**config.mk**
```make
export PLATFORM = sky130hd
export DESIGN_NAME = div_iter
export DESIGN_NICKNAME = d
export VERILOG_FILES = /design/src/rtl/div_iter.sv
export SDC_FILE = /design/constraint.sdc
export NUM_CORES = 1
export LEC_CHECK = 0
export BUFFER_PORTS_ARGS = -buffer_cell sky130_fd_sc_hd__buf_4
export CORE_MARGIN = 4
export CORE_UTILIZATION = 60
export CTS_CLUSTER_SIZE = 28
export DETAILED_ROUTE_END_ITERATION = 8
export HOLD_SLACK_MARGIN = 0.02
export PLACE_DENSITY_LB_ADDON = 0.15
export SYNTH_ARGS = -nofsm -noshare
export SYNTH_HDL_FRONTEND = slang
export SYNTH_SLANG_ARGS = --single-unit
```
**constraint.sdc**
```tcl
create_clock -name clk -period 6.8 [get_ports clk]
set_input_delay 0 -clock clk [delete_from_list [all_inputs] [get_ports clk]]
set_output_delay 0 -clock clk [all_outputs]
set_load 0.03 [all_outputs]
```
**src/rtl/div_iter.sv**
```systemverilog
// Multi-cycle restoring divider for the EX stage: one quotient bit per clock,
// signed (DIV) or unsigned (DIVU), returning {remainder, quotient}.
//
// state  | meaning
// FREE   | idle, waiting for start_i; outputs held at zero
// BYZERO | divisor was zero, result forced to zero
// ON     | iterating, one quotient bit per cycle
// END    | result presented on result_o with ready_o until start_i drops
module div_iter #(
    parameter int DATA_W = 32,
    parameter int CNT_W  = 6
) (
    input  logic                  clk,
    input  logic                  rst,
    input  logic                  signed_div_i,
    input  logic [DATA_W-1:0]     opdata1_i,
    input  logic [DATA_W-1:0]     opdata2_i,
    input  logic                  start_i,
    input  logic                  annul_i,
    output logic [2*DATA_W-1:0]   result_o,
    output logic                  ready_o
);

    localparam logic [1:0] S_FREE   = 2'd0;
    localparam logic [1:0] S_BYZERO = 2'd1;
    localparam logic [1:0] S_ON     = 2'd2;
    localparam logic [1:0] S_END    = 2'd3;

    localparam logic [CNT_W-1:0] LAST_ITER = CNT_W'(DATA_W - 1);

    logic [1:0]          state;
    logic [CNT_W-1:0]    cnt;
    logic [DATA_W-1:0]   dvd;
    logic [DATA_W-1:0]   dvs;
    logic [DATA_W-1:0]   rem;
    logic                neg_q;
    logic                neg_r;
    logic [2*DATA_W-1:0] res;

    logic                sign1;
    logic                sign2;
    logic [DATA_W-1:0]   mag1;
    logic [DATA_W-1:0]   mag2;
    logic [DATA_W:0]     diff;
    logic [DATA_W-1:0]   q_next;
    logic [DATA_W-1:0]   rem_next;
    logic [DATA_W-1:0]   q_fix;
    logic [DATA_W-1:0]   rem_fix;

    always_comb begin
        sign1 = signed_div_i & opdata1_i[DATA_W-1];
        sign2 = signed_div_i & opdata2_i[DATA_W-1];
        mag1  = sign1 ? (~opdata1_i + 1'b1) : opdata1_i;
        mag2  = sign2 ? (~opdata2_i + 1'b1) : opdata2_i;
    end

    // The dividend register doubles as the quotient: its MSB feeds the
    // partial remainder while the new quotient bit enters at the LSB.
    always_comb begin
        diff     = {rem, dvd[DATA_W-1]} - {1'b0, dvs};
        q_next   = {dvd[DATA_W-2:0], ~diff[DATA_W]};
        rem_next = diff[DATA_W] ? {rem[DATA_W-2:0], dvd[DATA_W-1]} : diff[DATA_W-1:0];
        q_fix    = neg_q ? (~q_next + 1'b1) : q_next;
        rem_fix  = neg_r ? (~rem_next + 1'b1) : rem_next;
    end

    always_ff @(posedge clk) begin
        if (rst) begin
            state    <= S_FREE;
            cnt      <= '0;
            dvd      <= '0;
            dvs      <= '0;
            rem      <= '0;
            neg_q    <= 1'b0;
            neg_r    <= 1'b0;
            res      <= '0;
            result_o <= '0;
            ready_o  <= 1'b0;
        end else begin
            case (state)
                S_FREE: begin
                    ready_o  <= 1'b0;
                    result_o <= '0;
                    if (start_i && !annul_i) begin
                        if (opdata2_i == '0) begin
                            state <= S_BYZERO;
                        end else begin
                            state <= S_ON;
                            dvd   <= mag1;
                            dvs   <= mag2;
                            rem   <= '0;
                            cnt   <= '0;
                            neg_r <= sign1;
                            neg_q <= sign1 ^ sign2;
                        end
                    end
                end
                S_BYZERO: begin
                    if (annul_i) begin
                        state <= S_FREE;
                    end else begin
                        res   <= '0;
                        state <= S_END;
                    end
                end
                S_ON: begin
                    if (annul_i) begin
                        state <= S_FREE;
                    end else begin
                        dvd <= q_next;
                        rem <= rem_next;
                        cnt <= cnt + 1'b1;
                        if (cnt == LAST_ITER) begin
                            state <= S_END;
                            res   <= {rem_fix, q_fix};
                        end
                    end
                end
                S_END: begin
                    if (start_i) begin
                        ready_o  <= 1'b1;
                        result_o <= res;
                    end else begin
                        state    <= S_FREE;
                        ready_o  <= 1'b0;
                        result_o <= '0;
                    end
                end
                default: state <= S_FREE;
            endcase
        end
    end

endmodule

```
After elaboration in Yosys (flattened, before gate mapping)
Index checks and enable logic that the tools add are counted.
Cells by class
  mux-type cells: 32
  reduce and logical (&&, ||, !) cells: 11
  $mul: 0
  $add $sub $neg: 6
  bitwise logic cells: 9
  divide/modulo/power cells: 0
  shift-type cells: 0
  $lt $le $gt $ge: 0
  equality and inequality tests: 11
Operators with widths (count)
  two-way mux 32 bit: 11
  two-way mux 64 bit: 4
  case mux 64 bit (2 select lines): 2
  adder 32 x 1 -> 32 bit (second input constant): 4
  NOT 32 bit: 4
  case mux 32 bit (2 select lines): 2
  subtractor 33 x 32 -> 33 bit: 1
  logical NOT 32 bit: 1
  two-way mux 6 bit: 3
  two-way mux 2 bit: 6
  inequality test 2 bit (second input constant): 6
  case mux 6 bit (2 select lines): 1
  case mux 2 bit (4 select lines): 1
  AND reduction 4 bit: 2
  adder 6 x 1 -> 6 bit (second input constant): 1
  == test 6 x 5 -> 1 bit (second input constant): 1
  AND reduction 3 bit: 2
  nonzero test 2 bit: 3
  == test 2 bit (second input constant): 2
  inequality test 3 bit (second input constant): 1
  AND 1 bit: 2
  == test 2 x 1 -> 1 bit (second input constant): 1
  logical NOT 2 bit: 1
  NOT 1 bit: 2
  other kinds (5): 5
Word-level totals
  bits in writable memories: 0
  word-level logic and storage cells: 79
  register bits after elaboration: 235
  output and inout bits: 65
  input bits: 69
  bits in read-only memories: 0
  memories kept: 0
  bits in latches: 0

Depth between registers and ports, before layout
Gate-level depths: netlist of the first run.
  word-level depth: 8
  gate-level depth with buffers: 26

Worst setup path after synthesis of the first run
Ideal clock, no wire load.
  path type: register to register
  start: reg dvd[31]
  end: reg res[58]
  buffers on the path: 3
  period minus slack after synthesis: 5138 ps
  required time: 6683 ps
  stages on the path, launching flop included: 26
  path slack: 1662 ps
  data arrival time: 5022 ps
  cells stage by stage: dfxtp_1 inv_1 ha_1 fa_1 nor2b_1 o31ai_1 a21o_1 a21bo_2 a32oi_2 nand2_1 inv_1 buf_2 clkbuf_1 clkbuf_1 nor2_1 a21oi_1 ha_1 and2_1 o221ai_1 a2111oi_0 o2111ai_1 nor4_1 o21ai_1 o31ai_1 xnor2_1 a22o_1
Between the ends
  word-level cells in the longest chain between the ends: 8
Ends and longest elaborated chain
  start: declaration: RTL line 33  | logic [DATA_W-1:0] dvd;
  start signal: assignment: RTL line 89  | dvd <= mag1;
  start signal: assignment: RTL line 110  | dvd <= q_next;
  subtractor 33 x 32 -> 33 bit: RTL line 60  | diff = {rem, dvd[DATA_W-1]} - {1'b0, dvs};
  two-way mux 32 bit *: RTL line 62  | rem_next = diff[DATA_W] ? {rem[DATA_W-2:0], dvd[DATA_W-1]} : diff[DATA_W-1:0];
  NOT 32 bit: RTL line 64  | rem_fix = neg_r ? (~rem_next + 1'b1) : rem_next;
  adder 32 x 1 -> 32 bit: RTL line 64
  two-way mux 32 bit *: RTL line 64
  two-way mux 64 bit *: RTL line 113  | if (cnt == LAST_ITER) begin
  two-way mux 64 bit *: RTL line 107  | if (annul_i) begin
  case mux 64 bit (2 select lines) *: RTL line 80  | case (state)
  end signal: assignment: RTL line 115  | res <= {rem_fix, q_fix};
  end: declaration: RTL line 38  | logic [2*DATA_W-1:0] res;
Every way passes the cells marked *; elsewhere a longest branch is shown, timed or not. The select of a mux whose other input is x is not followed.
A chain may end at the register's enable or synchronous reset.

Final worst setup path of the first run
  start: reg dvd[31]
  end: reg res[60]
Same word-level chain as after synthesis.

==> impl_metrics.csv, run 1 <==
group,metric,value,unit
grt,grt_max_degree,132,
power_and_ir_drop,pwr-share-seq,31.0,%
power_and_ir_drop,p_clk_share,30.8,%
final_layout,post-route-util,73.1,%
clocking,cts_max_level,1,
synth,post_synth_num_cell_types,75,
clocking,worstSkewPairLatency,550,ps
run_status,outcome,"finished clean",
timing,final_period_minus_worst_setup_slack,5790,ps
floorplanning,die_width,160,um
timing,setup-violations-final,0,
route,via_per_inst,6.22,
route,route.detailed.wl_per_inst,18.9,um
synth,synth-warning-count,0,
final_layout,nFillCells,1725,
critical_path,endpoint_kind,"flip-flop",
synth,fraction_of_registers_with_async_set_reset,0,%
timing,timing.final.max_slew_violations,0,
power_and_ir_drop,power_density,299,nW/um^2
final_layout,layout.cells.most_common,"sky130_fd_sc_hd__nand2_1",
hold_path,worstHoldStart,"rst",
floorplanning,effective_utilization_at_floorplan,61.3,%
clocking,clock_tree.root_cell,"sky130_fd_sc_hd__clkbuf_16",
critical_path,timing.critical_path.required,7230,ps
place,detailed_place_hpwl,29300,um
floorplanning,placementRows,55,
critical_path,critical_path.max_fanout,8,
synth,syn_area_per_cell,7.55,sq um
timing,worst-slew-pin-transition,1190,ps
clocking,tritoncts,"done",
power_and_ir_drop,leakagePower,0.00655,uW
timing,rsz0062_at_grt,"no",
synth,synth.net_count,1954,
grt,grt_first_pass_wirelength,68400,um
job,cap_violations,0,
grt,grt_overflow,0,
power_and_ir_drop,switchingPower,1970,uW
synth,synth_cells,1843,
route,route.detailed.drc,0,
power_and_ir_drop,internal-power,2990,uW
timing,final.hold.worst_slack,7.18,ps
clocking,clk_pin_slew_worst_paths,60,ps
timing,fin_setup_tns,0,ps
critical_path,worst_path_arrival_time,6220,ps
synth,synth-seq-area-share,33.8,%
hold_path,holdCritPathClass,"in -> reg",
clocking,cts-root-to-sink-buffers,3,
route,drtIter0Drc,1611,
grt,antenna_found_initial,0,
route,ant_nets,0,
grt,grtUsageTotal,31.8,%
timing,report.final.hold_viol_count,0,
timing,worst_slew_margin_rel,20.4,%
clocking,cts_num_sinks,235,
route,via_count,14200,
synth,dominantRegCellSynth,"sky130_fd_sc_hd__dfxtp_1",
final_layout,drive_gt1_share,10.9,%
final_layout,highest_count_cells_in_the_layout_ignoring_fill_and_taps,"sky130_fd_sc_hd__nand2_1, sky130_fd_sc_hd__dfxtp_1, sky130_fd_sc_hd__nor2_1",
floorplanning,io_pins,134,
power_and_ir_drop,power.ir.vdd_worst,0.240,mV
synth,synth_top_area_share,33.8,%
critical_path,start_kind,"flip-flop",
synth,ffs_latches_synth,235,
clocking,cts_made_buffers,26,
final_layout,layout.cells.non_filler,2285,
critical_path,critPathKind,"reg -> reg",
place,port-buffer-count,133,
power_and_ir_drop,swShare,39.7,%
floorplanning,die_area,25700,sq um
route,drt_wl_total,43100,um
synth,synth_edf_count,0,
clocking,cts_setup_buffers,0,
grt,first_global_vias,13000,
critical_path,r2r-start,"dvd[31]",
power_and_ir_drop,comb_power_share,38.2,%
floorplanning,coreArea,22700,sq um
place,weighted_congestion_at_the_end_of_routability_driven_global_placement,1.00,
synth,synth.cell_area,13900,sq um
synth,ys_top_cells_by_area,"sky130_fd_sc_hd__dfxtp_1, sky130_fd_sc_hd__nand2_1, sky130_fd_sc_hd__nor2_1, sky130_fd_sc_hd__a22oi_1, sky130_fd_sc_hd__xnor2_1",
timing,min_period_over_period,85.1,%
place,number_of_instances_in_the_placed_design,2156,
timing,clock.fmax,173,MHz
synth,yosys.area.top_type,"sky130_fd_sc_hd__dfxtp_1",
critical_path,crit_path_start,"dvd[31]",
timing,timing.clock.skew,15.1,ps
final_layout,areaGrowthSynthToFinish,19.4,%
final_layout,finalNetCount,2090,
route,drt_pre_antenna_iters,6,
floorplanning,die_height,160,um
layer usage:
metal	track usage, %	routed length [um]	vias up
li1	-	-	6799
met3	5.11	3650	82
met2	47.2	18200	624
met4	7.98	1060	0
met1	48.0	20200	6709
met5	0	0	-
path summary, 6_finish.rpt:
check,depth (start not counted),slack [ps],endpoint
worst min-delay path,2,7,result_o[32]
worst min register to register,2,460,dvs[31]
worst max register to register,22,1010,res[60]
worst max-delay path,22,1010,res[60]
synth_stat cells (all sizes together) (40+ instances only):
master	instances
a211oi	42
a21oi	143
inv	60
ha	41
clkbuf	78
nand3	46
dfxtp	235
nor2	211
xor2	58
buf	40
nand2	285
nor3	41
o21ai	115
xnor2	83
a22oi	103
flip-flops by register name (all words and copies together), names as in the netlist:
signal / count
rem: 32
state: 2
neg_r: 1
dvd: 32
cnt: 6
neg_q: 1
result_o: 64
dvs: 32
ready_o: 1
res: 64
critical path, stage by stage (launching register included):
cell and delay (ps):
sky130_fd_sc_hd__dfxtp_1 340, sky130_fd_sc_hd__inv_1 80, sky130_fd_sc_hd__ha_1 230, sky130_fd_sc_hd__fa_1 410
sky130_fd_sc_hd__nor2b_1 210, sky130_fd_sc_hd__o31ai_1 150, sky130_fd_sc_hd__a21o_1 220, sky130_fd_sc_hd__a21bo_2 250
sky130_fd_sc_hd__a32oi_2 370, sky130_fd_sc_hd__nand2_1 140, sky130_fd_sc_hd__inv_1 220, sky130_fd_sc_hd__nor2_1 70
sky130_fd_sc_hd__a21oi_1 250, sky130_fd_sc_hd__ha_1 270, sky130_fd_sc_hd__and2_1 140, sky130_fd_sc_hd__o221ai_1 130
sky130_fd_sc_hd__a2111oi_0 610, sky130_fd_sc_hd__o2111ai_1 310, sky130_fd_sc_hd__nor4_1 430, sky130_fd_sc_hd__o21ai_1 210
sky130_fd_sc_hd__o31ai_1 310, sky130_fd_sc_hd__xnor2_1 110, sky130_fd_sc_hd__a22o_1 200
cell type report:
cell class | instances | area, sq um | share of cell area, %
antenna | 1 | 2.50 | 0.0151
clock buffer | 34 | 741 | 4.46
clock inverter | 14 | 200 | 1.21
inverter | 60 | 225 | 1.36
multi-input combinational | 1430 | 8480 | 51.1
sequential | 235 | 4700 | 28.3
tap | 285 | 357 | 2.15
timing repair buffer | 226 | 1900 | 11.4
power groups by stage:
| stage | clock (uW) | sequential, uW | combinational [uW] |
|---|---|---|---|
| after floorplan | 0 | 1540 | 1370 |
| after global placement | 0 | 1560 | 1770 |
| after detailed placement | 0 | 1570 | 1790 |
| after CTS | 1540 | 1540 | 1850 |
| after global routing | 1600 | 1550 | 2060 |
| final | 1530 | 1540 | 1900 |
repair_timing:
item	CTS	global route
endpoints found under the setup margin	0	0
hold buffers	80	0
resized for setup	0	0
endpoints found under the hold margin	65	0
through the flow:
step | instance area, sq um | power, uW | setup WS (ps)
4_1_cts | 16600 | 4930 | 1160
3_5_place_dp | 14900 | 3350 | 1220
6_report | 16600 | 4970 | 1010
3_3_place_gp | 14900 | 3340 | 1510
5_1_grt | 16600 | 5210 | 688
2_1_floorplan | 13900 | 2900 | 1660
kinds of logic after synthesis:
| family | share of synthesized area, % |
|---|---|
| buf+inv | 5.45 |
| fa+ha+maj | 3.83 |
| simple gates | 22.5 |
| compound gates | 25.0 |
| mux | 0.540 |
| flops | 33.8 |
| xor+xnor | 8.88 |
Note: power is estimated with default switching activity, not from simulation.
==> run 2, diff against run 1 <==
--- a/config.mk
+++ b/config.mk
@@ -12,6 +12,7 @@
 export DETAILED_ROUTE_END_ITERATION = 8
 export HOLD_SLACK_MARGIN = 0.02
 export PLACE_DENSITY_LB_ADDON = 0.15
+export SLEW_MARGIN = 0
 export SYNTH_ARGS = -nofsm -noshare
 export SYNTH_HDL_FRONTEND = slang
 export SYNTH_SLANG_ARGS = --single-unit
==> constraint.sdc (replaced) <==
create_clock -name clk -period 6.4 [get_ports clk]
set_input_delay 0 -clock clk [delete_from_list [all_inputs] [get_ports clk]]
set_output_delay 0 -clock clk [all_outputs]
set_load 0.03 [all_outputs]
==> impl_metrics.csv, run 2 (same netlist as run 1, synthesis figures left out) <==
group,metric,value,unit
critical_path,crit_path_top_delay_cell,"sky130_fd_sc_hd__a2111oi_0",
critical_path,endpoint_kind,"flip-flop",
clocking,clock_tree.root_cell,"sky130_fd_sc_hd__clkbuf_16",
critical_path,r2r-start,"dvd[31]",
grt,first_global_vias,12600,
grt,grt_first_pass_wirelength,66600,um
final_layout,layout.cells.most_common,"sky130_fd_sc_hd__nand2_1",
route,via_count,14000,
critical_path,worst_path_arrival_time,6060,ps
critical_path,start_kind,"flip-flop",
route,drtIter0Drc,1576,
grt,grt_max_degree,105,
floorplanning,die_width,160,um
clocking,cts_num_sinks,235,
place,weighted_congestion_at_the_end_of_routability_driven_global_placement,0.948,
final_layout,reg.largest.list,"res (64), result_o (64)",
timing,timing.final.max_slew_violations,0,
floorplanning,coreArea,22700,sq um
place,post-place-ws,888,ps
final_layout,highest_count_cells_in_the_layout_ignoring_fill_and_taps,"sky130_fd_sc_hd__nand2_1, sky130_fd_sc_hd__dfxtp_1, sky130_fd_sc_hd__nor2_1",
floorplanning,effective_utilization_at_floorplan,61.3,%
final_layout,nFillCells,1812,
clocking,worstSkewPairLatency,540,ps
clocking,tritoncts,"done",
job,cap_violations,0,
place,placedInstanceArea,14900,sq um
critical_path,critical_path.max_fanout,8,
critical_path,crit_chain,"inv_1, ha_1, fa_1, nor2b_1, o31ai_1, a21o_1, a21bo_2, a32oi_2, nand2_1, inv_1, nor2_1, a21oi_1, ha_1, and2_1, o221ai_1, a2111oi_0, o2111ai_1, nor4_1, o21ai_1, o31ai_1, xnor2_1, a22o_1",
power_and_ir_drop,power.ir.vdd_worst,0.301,mV
floorplanning,die_height,160,um
power_and_ir_drop,finalPower,5140,uW
floorplanning,die_area,25700,sq um
route,route.detailed.wl_per_inst,18.5,um
critical_path,rrSetupSlack,770,ps
route,drt_wl_total,42300,um
floorplanning,io_pins,134,
grt,grt_overflow,0,
critical_path,worst_setup_path_endpoint,"res[60]",
hold_path,worstHoldStart,"opdata1_i[31]",
critical_path,critPathKind,"reg -> reg",
power_and_ir_drop,leakagePower,0.00651,uW
timing,timing.clock.skew,11.4,ps
timing,worst-slew-pin-transition,1200,ps
clocking,cts_made_buffers,25,
power_and_ir_drop,power_density,311,nW/um^2
grt,grtUsageTotal,31.0,%
critical_path,critical_path_max_stage_delay,610,ps
timing,min_period_over_period,87.9,%
route,ant_nets,0,
route,via_per_inst,6.15,
final_layout,post-route-cell-area,16500,sq um
final_layout,finalNetCount,2088,
clocking,cts_max_level,1,
final_layout,areaGrowthSynthToFinish,18.6,%
timing,worst_slew_margin_rel,19.4,%
floorplanning,placementRows,55,
critical_path,ff2ff_path_depth,22,
clocking,cts-root-to-sink-buffers,3,
route,route.detailed.drc,0,
clocking,cts_setup_buffers,0,
route,drt_pre_antenna_iters,6,
timing,rsz0062_at_grt,"no",
clocking,cts_repair_resize_count,0,
hold_path,holdCritPathClass,"in -> reg",
timing,report.final.hold_viol_count,0,
timing,setup-violations-final,0,
timing,final_period_minus_worst_setup_slack,5630,ps
timing,fin_ws,773,ps
final_layout,drive_gt1_share,10.6,%
timing,clock.fmax,178,MHz
run_status,outcome,"finished clean",
timing,fin_setup_tns,0,ps
critical_path,end_of_the_worst_register_to_register_path,"res[60]",
critical_path,crit_path_start,"dvd[31]",
clocking,clk_pin_slew_worst_paths,60,ps
grt,antenna_found_initial,1,
place,detailed_place_hpwl,29100,um
critical_path,timing.critical_path.required,6830,ps
place,port-buffer-count,133,
run 2: routing by layer:
| metal | vias to the layer above | track usage, % | routed length, um |
|---|---|---|---|
| li1 | 6792 | - | - |
| met1 | 6527 | 47.5 | 19900 |
| met2 | 627 | 46.2 | 17700 |
| met3 | 74 | 4.46 | 3760 |
| met4 | 0 | 6.84 | 882 |
| met5 | - | 0 | 0 |
run 2: report_power, final:
part           internal, uW  leakage [uW]  total, uW  switching (uW)
Clock                   865      0.000416       1490             624
Combinational           650       0.00419       2010            1360
Sequential             1550       0.00190       1640            92.7
Total                  3060       0.00651       5140            2080
run 2: worst max-delay path, delay by kind of cell (launching register included):
family | cells | cell delay, ps
DFF | 1 | 340
AOI/OAI and AO/OA | 11 | 2940
adders and majority gates | 3 | 880
buffers and inverters | 2 | 280
xor gates and xnor gates | 1 | 110
and+or+nand+nor | 5 | 960
run 2: timing repair:
item / 4_1_cts / 5_1_grt
hold buffers: 80 / 0
endpoints found under the hold margin: 73 / 0
endpoints found under the setup margin: 0 / 0
run 2: worst min-delay path by stage:
stage	to	slack (ps)	cells after the start
floorplan	dvs[0]	140	2
global placement	dvs[0]	290	3
detailed placement	dvs[0]	300	3
CTS	dvd[31]	30	4
global route	dvd[31]	50	4
finish	dvd[31]	60	4
run 2: through the flow:
step                      instances  hold slack (ps)  util, %
after floorplan                1843              136        -
after global placement         2155              288     65.4
after detailed placement       2155              297     65.4
after CTS                      2280             30.9     72.7
after global routing           2281             47.1     72.7
final                          2281             59.5     72.7
run 2: area by class of cell:
cell class                 instances  area [sq um]  area share (%)
tap                              285           357            2.16
clock inverter                    11           134           0.811
timing repair buffer             225          1890            11.5
sequential                       235          4700            28.5
multi-input combinational       1430          8480            51.4
clock buffer                      34           709            4.30
antenna                            1          2.50          0.0152
inverter                          60           225            1.36
==> run 3, diff against run 2 <==
--- a/config.mk
+++ b/config.mk
@@ -7,7 +7,7 @@
 export LEC_CHECK = 0
 export BUFFER_PORTS_ARGS = -buffer_cell sky130_fd_sc_hd__buf_4
 export CORE_MARGIN = 4
-export CORE_UTILIZATION = 60
+export CORE_UTILIZATION = 45
 export CTS_CLUSTER_SIZE = 28
 export DETAILED_ROUTE_END_ITERATION = 8
 export HOLD_SLACK_MARGIN = 0.02
==> constraint.sdc (replaced) <==
create_clock -name clk -period 6.4 [get_ports clk]
set_input_delay 0 -clock clk [delete_from_list [all_inputs] [get_ports clk]]
set_output_delay 0 -clock clk [all_outputs]
set_load 0.1 [all_outputs]
==> impl_metrics.csv, run 3 (same netlist as run 1, synthesis figures left out) <==
group,metric,value,unit
run_status,outcome,"finished clean",
floorplanning,placementRows,64,
final_layout,reg.largest.list,"res (64), result_o (64)",
grt,grtUsageTotal,23.8,%
floorplanning,die_area,33800,sq um
timing,timing.clock.skew,16.9,ps
place,port-buffer-count,133,
critical_path,end_of_the_worst_register_to_register_path,"res[58]",
floorplanning,effective_utilization_at_floorplan,45.6,%
final_layout,finalNetCount,2091,
grt,first_global_vias,12100,
job,cap_violations,0,
timing,final_period_minus_worst_setup_slack,5720,ps
power_and_ir_drop,internal-power,3250,uW
place,detailed_place_hpwl,30100,um
final_layout,areaGrowthSynthToFinish,20.6,%
timing,rsz0062_at_grt,"no",
grt,antenna_found_initial,0,
floorplanning,io_pins,134,
clocking,cts_num_sinks,235,
route,drt_wl_total,41900,um
critical_path,r2r-start,"dvd[31]",
timing,fin_setup_tns,0,ps
grt,grt_first_pass_wirelength,66800,um
power_and_ir_drop,swShare,39.1,%
final_layout,layout.cells.most_common,"sky130_fd_sc_hd__nand2_1",
critical_path,worst_setup_path_endpoint,"res[58]",
route,drtIter0Drc,1190,
critical_path,critical_path.max_fanout,8,
route,via_per_inst,5.71,
clocking,post_cts_hold_buffer_count,79,
floorplanning,die_width,184,um
timing,worst_slew_margin_rel,31.3,%
power_and_ir_drop,pwr-share-seq,30.5,%
route,route.detailed.drc,0,
critical_path,endpoint_kind,"flip-flop",
clocking,cts_setup_buffers,0,
clocking,clock_tree.root_cell,"sky130_fd_sc_hd__clkbuf_16",
power_and_ir_drop,finalPower,5350,uW
final_layout,drive_gt1_share,10.9,%
clocking,worstSkewPairLatency,550,ps
clocking,tritoncts,"done",
route,route.detailed.wl_per_inst,17.5,um
timing,setup-violations-final,0,
final_layout,highest_count_cells_in_the_layout_ignoring_fill_and_taps,"sky130_fd_sc_hd__nand2_1, sky130_fd_sc_hd__dfxtp_1, sky130_fd_sc_hd__nor2_1",
critical_path,timing.critical_path.required,6820,ps
critical_path,critPathKind,"reg -> reg",
power_and_ir_drop,leakagePower,0.00658,uW
route,drt_pre_antenna_iters,5,
final_layout,insertedDiodeCount,0,
place,weighted_congestion_at_the_end_of_routability_driven_global_placement,0.971,
final_layout,layout.cells.non_filler,2395,
final_layout,post-route-util,55.0,%
critical_path,start_kind,"flip-flop",
floorplanning,die_height,184,um
power_and_ir_drop,power.ir.vdd_worst,0.224,mV
clocking,cts_repair_resize_count,0,
route,via_count,13700,
critical_path,worst_path_arrival_time,6140,ps
timing,fin_ws,679,ps
clocking,cts_max_level,1,
clocking,cts_made_buffers,26,
timing,timing.final.max_slew_violations,0,
floorplanning,coreArea,30500,sq um
power_and_ir_drop,power_density,319,nW/um^2
critical_path,ff2ff_path_depth,22,
place,number_of_instances_in_the_placed_design,2269,
timing,report.final.hold_viol_count,0,
hold_path,holdCritPathClass,"in -> reg",
power_and_ir_drop,comb_power_share,37.7,%
timing,clock.fmax,175,MHz
grt,grt_max_degree,118,
grt,grt_overflow,0,
timing,worst-slew-pin-transition,1030,ps
place,post-place-ws,875,ps
critical_path,rrSetupSlack,680,ps
timing,min_period_over_period,89.4,%
power_and_ir_drop,switchingPower,2090,uW
clocking,cts-root-to-sink-buffers,3,
clocking,clk_pin_slew_worst_paths,70,ps
route,ant_nets,0,
critical_path,crit_path_start,"dvd[31]",
power_and_ir_drop,p_clk_share,31.8,%
==> run 3: cell count changes in the layout (fill, tap and decap cells not counted) <==
cell,delta
sky130_fd_sc_hd__clkinv_8,+1
sky130_fd_sc_hd__inv_16,-1
sky130_fd_sc_hd__diode_2,-1
sky130_fd_sc_hd__dlygate4sd3_1,-1
sky130_fd_sc_hd__bufinv_16,+5
sky130_fd_sc_hd__clkinv_4,+1
sky130_fd_sc_hd__buf_4,+3
sky130_fd_sc_hd__clkbuf_8,-3
sky130_fd_sc_hd__clkbuf_16,+1
sky130_fd_sc_hd__clkbuf_1,-2
==> run 3: cell type report <==
cell class / count / area [sq um]
tap: 396 / 495
timing repair buffer: 227 / 1910
clock buffer: 30 / 686
fill: 2911 / 13700
clock inverter: 17 / 289
sequential: 235 / 4700
inverter: 60 / 225
multi-input combinational: 1430 / 8480
==> run 3: critical path, cell delays in order, from the launching register on <==
cell and delay [ps]:
sky130_fd_sc_hd__dfxtp_1 350, sky130_fd_sc_hd__inv_1 70, sky130_fd_sc_hd__ha_1 220, sky130_fd_sc_hd__fa_1 400, sky130_fd_sc_hd__nor2b_1 260, sky130_fd_sc_hd__o31ai_1 170
sky130_fd_sc_hd__a21o_1 220, sky130_fd_sc_hd__a21bo_2 260, sky130_fd_sc_hd__a32oi_2 350, sky130_fd_sc_hd__nand2_1 130, sky130_fd_sc_hd__inv_1 200, sky130_fd_sc_hd__nor2_1 70
sky130_fd_sc_hd__a21oi_1 230, sky130_fd_sc_hd__ha_1 260, sky130_fd_sc_hd__and2_1 140, sky130_fd_sc_hd__o221ai_1 130, sky130_fd_sc_hd__a2111oi_0 610, sky130_fd_sc_hd__o2111ai_1 290
sky130_fd_sc_hd__nor4_1 430, sky130_fd_sc_hd__o21ai_1 190, sky130_fd_sc_hd__o31ai_1 290, sky130_fd_sc_hd__xnor2_1 110, sky130_fd_sc_hd__a22o_1 200
==> run 3: per-layer routing <==
layer | GRT usage, % | share of wire [%] | routed length (um)
met1 | 38.4 | 50 | 20900
met2 | 34.0 | 41 | 17300
met4 | 3.99 | 1.5 | 611
met5 | 0 | 0 | 0
met3 | 2.99 | 7.6 | 3170
==> run 3: worst min path at each step <==
stage | from | endpoint | cells past startpoint
3_3_place_gp | opdata2_i[0] | dvs[0] | 3
3_5_place_dp | opdata2_i[0] | dvs[0] | 3
5_1_grt | opdata1_i[31] | dvd[31] | 4
6_report | start_i | state[0] | 5
4_1_cts | start_i | state[0] | 5
2_1_floorplan | opdata2_i[0] | dvs[0] | 2
==> run 3: per-stage QoR <==
step                      hold slack, ps  cell area (sq um)
after floorplan                      136              13900
after global placement               324              15000
after detailed placement             319              15000
after CTS                           23.0              16800
after global routing                49.8              16800
final                               35.0              16800
==> run 3: power by group through the flow <==
| stage | clock network (uW) | registers, uW | logic [uW] |
|---|---|---|---|
| finish | 1700 | 1630 | 2020 |
| global route | 1790 | 1640 | 2220 |
| CTS | 1730 | 1630 | 1990 |
| detailed placement | 0 | 1660 | 1930 |
| global placement | 0 | 1660 | 1920 |
| floorplan | 0 | 1630 | 1450 |
